<file path="src/rtl/bidir_pad_bus_ctrl_if.sv">
// Bundle of the core-side request/stream signals and the pad-side signals of
// bidir_pad_bus_ctrl.
//
// Modports:
//   master : the environment. This is the core issuing requests plus the pad
//            group returning readback on pad_c.
//   slave  : the controller itself.
//
// Signals (direction given as seen by the slave/controller):
//   req_valid/req_ready/req_wr/req_len  burst request handshake (in/out/in/in)
//   wd_valid/wd_ready/wd_data           write beat stream (in/out/in)
//   rd_valid/rd_data/rd_last            read beat stream, no backpressure (out)
//   busy                                controller not idle (out)
//   pad_i/pad_oen/pad_c                 PADBID I, OEN (active low), C (out/out/in)
//   pad_stb/pad_dir                     beat strobe and drive direction (out)
interface bidir_pad_bus_ctrl_if #(
    parameter int unsigned DW   = 4,
    parameter int unsigned LENW = 4
);
    logic            req_valid;
    logic            req_ready;
    logic            req_wr;
    logic [LENW-1:0] req_len;
    logic            wd_valid;
    logic            wd_ready;
    logic [DW-1:0]   wd_data;
    logic            rd_valid;
    logic [DW-1:0]   rd_data;
    logic            rd_last;
    logic            busy;
    logic [DW-1:0]   pad_i;
    logic [DW-1:0]   pad_oen;
    logic [DW-1:0]   pad_c;
    logic            pad_stb;
    logic            pad_dir;

    modport master (
        output req_valid, req_wr, req_len, wd_valid, wd_data, pad_c,
        input  req_ready, wd_ready, rd_valid, rd_data, rd_last, busy,
               pad_i, pad_oen, pad_stb, pad_dir
    );

    modport slave (
        input  req_valid, req_wr, req_len, wd_valid, wd_data, pad_c,
        output req_ready, wd_ready, rd_valid, rd_data, rd_last, busy,
               pad_i, pad_oen, pad_stb, pad_dir
    );
endinterface

</file>
<file path="src/rtl/bidir_pad_bus_ctrl.sv">
// Controller for the near end of a group of PADBID bidirectional pads.
//
// Turns core burst requests into half-duplex burst writes and reads on a
// DW-bit pad bus. Each burst is req_len+1 beats. After every burst the
// controller spends TA_CYCLES cycles in a turnaround state with the pads
// released, so the controller and the far-end device never drive together.
//
// Ports:
//   CK              clock, rising edge
//   RST             synchronous active-high reset
//   bus             bidir_pad_bus_ctrl_if.slave: request, write stream, read
//                   stream, busy, and the pad signals (pad_i, pad_oen, pad_c,
//                   pad_stb, pad_dir)
//   err_clr         (optional) clears err_contention
//   err_contention  (optional) sticky flag: pad readback disagreed with the
//                   value being driven during a write
//
// Optional feature: define BIDIR_PAD_BUS_CONTENTION_EN to add the contention
// checker and its two ports. Without it the core behaviour is identical.
//
// Timing summary (cycle 0 = request accepted):
//   write: beat k consumed in cycle c shows on the pads (pad_stb=1, pad_oen=0)
//          in cycle c+1. The cycle after the last beat is the first TURN cycle
//          and still shows that beat; the next edge releases the pads.
//   read:  pad_stb is high for the req_len+1 RD cycles; pad_c is sampled at
//          the end of each strobe cycle and appears on rd_data one cycle later.
//          The final beat (rd_last) emerges in the first TURN cycle.
module bidir_pad_bus_ctrl #(
    parameter int unsigned DW        = 4,
    parameter int unsigned LENW      = 4,
    parameter int unsigned TA_CYCLES = 1
) (
    input  logic CK,
    input  logic RST,
`ifdef BIDIR_PAD_BUS_CONTENTION_EN
    input  logic err_clr,
    output logic err_contention,
`endif
    bidir_pad_bus_ctrl_if.slave bus
);

    // A turnaround of zero would let the two ends overlap, so clamp to one.
    localparam int unsigned TA_EFF  = (TA_CYCLES < 1) ? 1 : TA_CYCLES;
    localparam int unsigned TAW     = (TA_EFF > 1) ? $clog2(TA_EFF) : 1;
    localparam logic [TAW-1:0] TA_LOAD = TAW'(TA_EFF - 1);

    typedef enum logic [1:0] {
        StIdle,
        StWr,
        StRd,
        StTurn
    } state_e;

    state_e          state_q;
    logic [LENW-1:0] beat_cnt_q;   // beats remaining minus one
    logic [TAW-1:0]  ta_cnt_q;     // turnaround cycles remaining minus one
    logic [DW-1:0]   pad_i_q;
    logic            pad_oen_q;    // one bit: every OEN in the group is equal
    logic            pad_stb_q;
    logic            pad_dir_q;
    logic            rd_valid_q;
    logic [DW-1:0]   rd_data_q;
    logic            rd_last_q;
`ifdef BIDIR_PAD_BUS_CONTENTION_EN
    logic            err_q;
`endif

    always_ff @(posedge CK) begin
        if (RST) begin
            state_q    <= StIdle;
            beat_cnt_q <= '0;
            ta_cnt_q   <= '0;
            pad_i_q    <= '0;
            pad_oen_q  <= 1'b1;
            pad_stb_q  <= 1'b0;
            pad_dir_q  <= 1'b0;
            rd_valid_q <= 1'b0;
            rd_data_q  <= '0;
            rd_last_q  <= 1'b0;
`ifdef BIDIR_PAD_BUS_CONTENTION_EN
            err_q      <= 1'b0;
`endif
        end else begin
            // Read beats are single-cycle pulses.
            rd_valid_q <= 1'b0;
            rd_last_q  <= 1'b0;

            unique case (state_q)
                StIdle: begin
                    pad_oen_q <= 1'b1;
                    pad_stb_q <= 1'b0;
                    pad_dir_q <= 1'b0;
                    // req_ready is high whenever we are here and out of reset.
                    if (bus.req_valid) begin
                        beat_cnt_q <= bus.req_len;
                        if (bus.req_wr) begin
                            state_q   <= StWr;
                            pad_dir_q <= 1'b1;
                        end else begin
                            // Read strobes start straight away so the RD state
                            // lasts exactly req_len+1 strobe cycles.
                            state_q   <= StRd;
                            pad_stb_q <= 1'b1;
                        end
                    end
                end

                StWr: begin
                    if (bus.wd_valid) begin
                        pad_i_q   <= bus.wd_data;
                        pad_oen_q <= 1'b0;
                        pad_stb_q <= 1'b1;
                        if (beat_cnt_q == '0) begin
                            // Last beat still shows on the pads during the
                            // first TURN cycle; TURN releases them after that.
                            state_q  <= StTurn;
                            ta_cnt_q <= TA_LOAD;
                        end else begin
                            beat_cnt_q <= beat_cnt_q - LENW'(1);
                        end
                    end else begin
                        // Stall: keep driving the previous value, no strobe.
                        pad_stb_q <= 1'b0;
                    end
                end

                StRd: begin
                    rd_valid_q <= 1'b1;
                    rd_data_q  <= bus.pad_c;
                    if (beat_cnt_q == '0) begin
                        rd_last_q <= 1'b1;
                        pad_stb_q <= 1'b0;
                        state_q   <= StTurn;
                        ta_cnt_q  <= TA_LOAD;
                    end else begin
                        beat_cnt_q <= beat_cnt_q - LENW'(1);
                    end
                end

                StTurn: begin
                    pad_oen_q <= 1'b1;
                    pad_stb_q <= 1'b0;
                    pad_dir_q <= 1'b0;
                    if (ta_cnt_q == '0) begin
                        state_q <= StIdle;
                    end else begin
                        ta_cnt_q <= ta_cnt_q - TAW'(1);
                    end
                end

                default: state_q <= StIdle;
            endcase

`ifdef BIDIR_PAD_BUS_CONTENTION_EN
            // While we drive a strobed beat the readback must match what we
            // drive; anything else means the far end is driving too. Setting
            // takes priority over a simultaneous clear.
            if (pad_stb_q && pad_dir_q && !pad_oen_q && (bus.pad_c != pad_i_q)) begin
                err_q <= 1'b1;
            end else if (err_clr) begin
                err_q <= 1'b0;
            end
`endif
        end
    end

    // req_ready is forced low while reset is asserted, even before the first
    // edge has brought the state back to idle.
    assign bus.req_ready = (state_q == StIdle) && !RST;
    assign bus.wd_ready  = (state_q == StWr);
    assign bus.busy      = (state_q != StIdle);
    assign bus.pad_i     = pad_i_q;
    assign bus.pad_oen   = {DW{pad_oen_q}};
    assign bus.pad_stb   = pad_stb_q;
    assign bus.pad_dir   = pad_dir_q;
    assign bus.rd_valid  = rd_valid_q;
    assign bus.rd_data   = rd_data_q;
    assign bus.rd_last   = rd_last_q;

`ifdef BIDIR_PAD_BUS_CONTENTION_EN
    assign err_contention = err_q;
`endif

endmodule

</file>
<file path="src/flat_wrapper.sv">
// flat-port wrapper written by rule: the top's interface ports become plain ports
module bidir_pad_bus_ctrl_flat 
#(
    parameter int unsigned DW        = 4,
    parameter int unsigned LENW      = 4,
    parameter int unsigned TA_CYCLES = 1
)
  (CK, RST, bus_req_valid, bus_req_wr, bus_req_len, bus_wd_valid, bus_wd_data, bus_pad_c, bus_req_ready, bus_wd_ready, bus_rd_valid, bus_rd_data, bus_rd_last, bus_busy, bus_pad_i, bus_pad_oen, bus_pad_stb, bus_pad_dir);
  bidir_pad_bus_ctrl_if #(.DW(DW), .LENW(LENW)) bus_i ();
  input  logic CK;
  input  logic RST;
  input wire logic [$bits(bus_i.req_valid)-1:0] bus_req_valid;
  input wire logic [$bits(bus_i.req_wr)-1:0] bus_req_wr;
  input wire logic [$bits(bus_i.req_len)-1:0] bus_req_len;
  input wire logic [$bits(bus_i.wd_valid)-1:0] bus_wd_valid;
  input wire logic [$bits(bus_i.wd_data)-1:0] bus_wd_data;
  input wire logic [$bits(bus_i.pad_c)-1:0] bus_pad_c;
  output wire logic [$bits(bus_i.req_ready)-1:0] bus_req_ready;
  output wire logic [$bits(bus_i.wd_ready)-1:0] bus_wd_ready;
  output wire logic [$bits(bus_i.rd_valid)-1:0] bus_rd_valid;
  output wire logic [$bits(bus_i.rd_data)-1:0] bus_rd_data;
  output wire logic [$bits(bus_i.rd_last)-1:0] bus_rd_last;
  output wire logic [$bits(bus_i.busy)-1:0] bus_busy;
  output wire logic [$bits(bus_i.pad_i)-1:0] bus_pad_i;
  output wire logic [$bits(bus_i.pad_oen)-1:0] bus_pad_oen;
  output wire logic [$bits(bus_i.pad_stb)-1:0] bus_pad_stb;
  output wire logic [$bits(bus_i.pad_dir)-1:0] bus_pad_dir;
  assign bus_i.req_valid = bus_req_valid;
  assign bus_i.req_wr = bus_req_wr;
  assign bus_i.req_len = bus_req_len;
  assign bus_i.wd_valid = bus_wd_valid;
  assign bus_i.wd_data = bus_wd_data;
  assign bus_i.pad_c = bus_pad_c;
  assign bus_req_ready = bus_i.req_ready;
  assign bus_wd_ready = bus_i.wd_ready;
  assign bus_rd_valid = bus_i.rd_valid;
  assign bus_rd_data = bus_i.rd_data;
  assign bus_rd_last = bus_i.rd_last;
  assign bus_busy = bus_i.busy;
  assign bus_pad_i = bus_i.pad_i;
  assign bus_pad_oen = bus_i.pad_oen;
  assign bus_pad_stb = bus_i.pad_stb;
  assign bus_pad_dir = bus_i.pad_dir;
  bidir_pad_bus_ctrl #(.DW(DW), .LENW(LENW), .TA_CYCLES(TA_CYCLES)) u_core (.CK(CK), .RST(RST), .bus(bus_i));
endmodule
</file>
<file path="config.mk">
export PLATFORM = sky130hd
export DESIGN_NAME = bidir_pad_bus_ctrl_flat
export DESIGN_NICKNAME = d
export VERILOG_FILES = /design/src/rtl/bidir_pad_bus_ctrl_if.sv /design/src/rtl/bidir_pad_bus_ctrl.sv /design/src/flat_wrapper.sv
export SDC_FILE = /design/constraint.sdc
export NUM_CORES = 1
export LEC_CHECK = 0
export CORE_MARGIN = 10
export CORE_UTILIZATION = 25
export CTS_BUF_LIST = sky130_fd_sc_hd__clkbuf_4 sky130_fd_sc_hd__clkbuf_8 sky130_fd_sc_hd__clkbuf_16
export DETAILED_ROUTE_END_ITERATION = 7
export GPL_TIMING_DRIVEN = 1
export SYNTH_ARGS = -nofsm -noshare
export SYNTH_HDL_FRONTEND = slang
export SYNTH_SLANG_ARGS = --single-unit
</file>
<file path="constraint.sdc">
create_clock -name CK -period 2.77 [get_ports CK]
set_clock_uncertainty 0.15 [all_clocks]
set_input_delay 0.6925 -clock CK [delete_from_list [all_inputs] [get_ports CK]]
set_output_delay 0.6925 -clock CK [all_outputs]
set_load 0.02 [all_outputs]
</file>
# ---- Word-level counts from Yosys, hierarchy flattened
# Cells that the tools add are included.
dict set report totals {
  wordCells 62
  out_inout_bits 19
  inputBits 17
  ff_bits 20
}
dict set report op_classes {
  bitwise_logic 1
  addsub 2
  n_eq_ne 7
  mux 26
  reduce_logical 16
}
# operator n
set op_table {}
lappend op_table {{$mux W1} 12}
lappend op_table {{$mux W4} 3}
lappend op_table {{$pmux W4 S3} 1}
lappend op_table {{$mux W2} 5}
lappend op_table {{$pmux W2 S4} 1}
lappend op_table {{$ne A2 B2 Y1 const B} 3}
lappend op_table {{$reduce_and A2 Y1} 3}
lappend op_table {{$reduce_and A3 Y1} 2}
lappend op_table {{$reduce_bool A2 Y1} 3}
lappend op_table {{$reduce_bool A3 Y1} 2}
lappend op_table {{$eq A2 B2 Y1 const B} 2}
lappend op_table {{$logic_not A4 Y1} 1}
lappend op_table {{$pmux W1 S2} 2}
lappend op_table {{$pmux W1 S4} 1}
lappend op_table {{$reduce_or A2 Y1} 2}
lappend op_table {{$sub A4 B1 Y4 const B} 1}
lappend op_table {{$pmux W1 S3} 1}
lappend op_table {{$eq A2 B1 Y1 const B} 1}
lappend op_table {{$logic_not A2 Y1} 1}
lappend op_table {{$ne A2 B1 Y1 const B} 1}
lappend op_table {{$logic_and A1 B1 Y1} 1}
lappend op_table {{$logic_not A1 Y1} 1}
lappend op_table {{$not A1 Y1} 1}
lappend op_table {{$sub A1 B1 Y1 const B} 1}

# ---- Depth between registers and ports, before layout
dict set report logic_depth {
  word_depth 4
  ltp_mapped 7
  mapped_depth_nobuf 6
}

# ---- Worst setup path before layout
# Ideal clock, no wire load.
dict set report synth_path {
  path_kind {in2out}
  start {input port RST}
  end {output port bus_req_ready}
  required_time_ps 1928
  slack_ps 754
  stages 2
  n_path_buf 1
  arrival_ps 1174
  cell_sequence {buf_1 > nor2_1}
}
dict set report synth_via {
  elab_chain_cells 2
}
# item line
set synth_rtl {}
lappend synth_rtl {{start, declared} flat_wrapper.sv:11} ;# input logic RST;
lappend synth_rtl {{$logic_not A1 Y1} bidir_pad_bus_ctrl.sv:169} ;# assign bus.req_ready = (state_q == StIdle) && !RST;
lappend synth_rtl {{$logic_and A1 B1 Y1} bidir_pad_bus_ctrl.sv:169}
lappend synth_rtl {{end, declared} flat_wrapper.sv:18} ;# output wire logic [$bits(bus_i.req_ready)-1:0] bus_req_ready;
# Every way passes these cells.

# ---- Final worst setup path
dict set report layout_path {
  start {register u_core.state_q[0]}
  end {output port bus_busy}
}
dict set report layout_via {
  elab_chain_cells 1
}
# item line
set layout_rtl {}
lappend layout_rtl {{start, declared} bidir_pad_bus_ctrl.sv:54} ;# state_e state_q;
lappend layout_rtl {{start signal, assigned} bidir_pad_bus_ctrl.sv:70} ;# state_q <= StIdle;
lappend layout_rtl {{start signal, assigned} bidir_pad_bus_ctrl.sv:97} ;# state_q <= StWr;
lappend layout_rtl {{start signal, assigned} bidir_pad_bus_ctrl.sv:102} ;# state_q <= StRd;
lappend layout_rtl {{$reduce_bool A2 Y1} bidir_pad_bus_ctrl.sv:171} ;# assign bus.busy = (state_q != StIdle);
lappend layout_rtl {{end, declared} flat_wrapper.sv:23} ;# output wire logic [$bits(bus_i.busy)-1:0] bus_busy;
# Every way passes these cells.

==> run metrics <==
Die Span Y 84.4 um; logic gate share of total power 54.1%; NetSw 0.519 mW; hold_buf cts 0; syn_area_per_cell around 9 um2; Leak 0.592 nW; CTS tree done; Hold Path Depth 2; via count 890; Reg power frac 30.1%; Finish-stage setup viols 0; commonest non-fill, non-tap cell in the layout clkdlybuf4s50_1; Reg area 380 um2; IO Pins 36; first-pass GRT wire length 4420 um; post-detail-place hpwl 2080 um; CP arrival 1.80 ns; critical path's most frequent cell inv_1; max frequency around 0.38 GHz; RSZ-0062 raised after global routing false; share of the synthesized area in the top cell type 36.7%; DR iter-0 viols 55; Final Max Tran Viols 0; Max IR drop VDD 0.000320 V; Setup Crit Path Kind flop to output port; period utilization 95.4%; Critical R2R Launch u_core.state_q[0]$_SDFFE_PP0P_; Cell variety after synth 34; clk buf depth 2; final WL between 2000 and 3000 um; share of layout cells above drive strength 1 8.90%; sw frac about two fifths; clk sinks 19; # nets final 173; Num CTS Buffers 3; Max-Slew Margin vs Limit 61.8%; DR WL met3 208 um; Die W 84.4 um; worst slew pin tran 0.573 ns; GPL Wtd Cong 0.798; Power Dens Cells 874 nW/um2; worst skew pair latency roughly 0.26 ns; DRT Pass-1 Iters 4; Syn Std Cell Area around 1000 um2; FILL cells 397; slowest stage delay, CP 0.61 ns; run status complete, no violations; Overflow after GRT 0; min cycle time layout 2.64 ns; most frequent cells in the layout clkdlybuf4s50_1, dfxtp_1, nor2_1; Critical Path End Type output port; WL met2 1210 um; internal power 0.752 mW; sequential share of the synthesized area 36.7%; multi-input combinational cell area 579 um2; initial antenna violation count 0; post-route ant nets 0; largest net degree at the start of global routing 22; clk root buf clkbuf_8; Yosys top cell by area dfxtp_1; hold path start u_core.bus.pad_i[0]$_SDFFE_PP0P_; Area contributors post-synth dfxtp_1, ha_1, mux2i_1; Synth warnings 0; DRC viols 0; required time of the critical path between 1.5 and 2 ns; min-delay worst type flop to flop; crit-path cells inv_1 > ha_1 > inv_1 > clkdlybuf4s50_1; final hold vios 0; drt via density between 4 and 5; Total GRT Usage about 7.4%; H-tree depth 1; Rows 23; Post-synth top flop dfxtp_1; Synthesized Nets 141; post-CTS setup buffer count 0; core box area 4000 um2; async set-reset flop share out of synthesis 0%; Setup WS pre-CTS 0.0577 ns; routed metal-1 wire length 1180 um; register bit total from synthesis 19; R2R cell count 5; wire per inst 13.5 um; Fin Setup TNS 0 ns; Top Metal Used met4; number of max-cap violations 0; clock transition at the registers of the reported paths around 0.070 ns; CP max FO 6; vias in the first global route 907; Crit. Startpoint u_core.state_q[0]$_SDFFE_PP0P_; CP Launch Type flop; setup ws final between 0.1 and 0.15 ns; die area 7120 um2; IO buf count 35; post-synthesis instance total roughly 120; Post-synth EDFFs 0; Crit-path slowest cell clkdlybuf4s50_1; Clock power frac 15.8%; Syn-to-layout area delta 40.5%; Initial Util around a quarter; diode count 0
==> cells in the mapped netlist (all sizes together), types with 2 or more instances <==
library cell and count:
a21oi 8, mux2i 8, nand3b 3, nand2 9, nor2 12, ha 9, inv 7, nor3 2
o21ai 2, nand3 6, dfxtp 19, clkbuf 2, nor3b 3, a211oi 2, nor2b 3, buf 7
==> worst max-delay path, delay by kind of cell, from the launching register on <==
| kind | cells | cell delay, ns |
|---|---|---|
| buffers and inverters | 3 | 0.85 |
| adders and majority gates | 1 | 0.26 |
| DFF | 1 | 0.44 |
==> cell type report <==
cell class	instances	area share [%]
clock buffer	3	2.84
clock inverter	1	0.344
inverter	7	1.81
multi-input combinational	80	39.8
sequential	19	26.1
tap	50	4.30
timing repair buffer	36	24.8
==> layer usage <==
metal | track usage (%) | vias to the layer above
li1 | - | 456
met1 | 8.68 | 405
met2 | 11.4 | 25
met3 | 3.00 | 4
met4 | 3.74 | 0
met5 | 0 | -
==> power by group through the flow <==
| stage | Clock (mW) | Combinational (mW) | Sequential [mW] |
|---|---|---|---|
| 3_5_place_dp | 0 | 0.693 | 0.390 |
| 6_report | 0.201 | 0.687 | 0.383 |
| 3_3_place_gp | 0 | 0.676 | 0.388 |
| 2_1_floorplan | 0 | 0.455 | 0.417 |
| 5_1_grt | 0.215 | 0.760 | 0.395 |
| 4_1_cts | 0.203 | 0.697 | 0.384 |
==> worst paths after layout <==
| path | endpoint | slack (ns) |
|---|---|---|
| max | bus_busy | 0.13 |
| min | u_core.bus.pad_i[0]$_SDFFE_PP0P_ | 0.31 |
| max reg2reg | u_core.beat_cnt_q[1]$_SDFFE_PP0P_ | 0.67 |
| min reg2reg | u_core.bus.pad_i[0]$_SDFFE_PP0P_ | 0.31 |
==> metrics by stage <==
stage / area (um2) / utilization (%) / power, mW / instances / hold slack (ns)
final: 1460 / 36.4 / 1.27 / 196 / 0.313
after detailed placement: 1410 / 35.2 / 1.08 / 192 / 0.306
after global routing: 1460 / 36.4 / 1.37 / 196 / 0.341
after global placement: 1410 / 35.2 / 1.06 / 192 / 0.297
after CTS: 1450 / 36.3 / 1.28 / 196 / 0.317
after floorplan: 1040 / - / 0.872 / 115 / 0.327
==> logic make-up (layout without fill, tap and decap cells) <==
| kind of cell | Yosys count | after routing | share of synthesized area (%) |
|---|---|---|---|
| simple gates | 43 | 43 | 22.5 |
| fa+ha+maj | 9 | 9 | 10.9 |
| xor+xnor | 1 | 1 | 0.846 |
| flops | 19 | 19 | 36.7 |
| mux | 8 | 8 | 7.73 |
| compound gates | 19 | 19 | 14.0 |
| buf+inv | 16 | 47 | 7.37 |
==> flip-flops by register name, indices dropped and copies added, names as in the netlist <==
name                 count
u_core.beat_cnt_q        4
u_core.bus.pad_dir       1
u_core.bus.pad_i         4
u_core.bus.pad_stb       1
u_core.bus.rd_data       4
u_core.bus.rd_last       1
u_core.bus.rd_valid      1
u_core.pad_oen_q         1
u_core.state_q           2
==> timing repair <==
item                                   in CTS  in global routing
resized for setup                           0                  1
setup endpoints to repair                   0                  1
endpoints found under the hold margin       0                  0
Note: power is estimated with default switching activity, not from simulation.
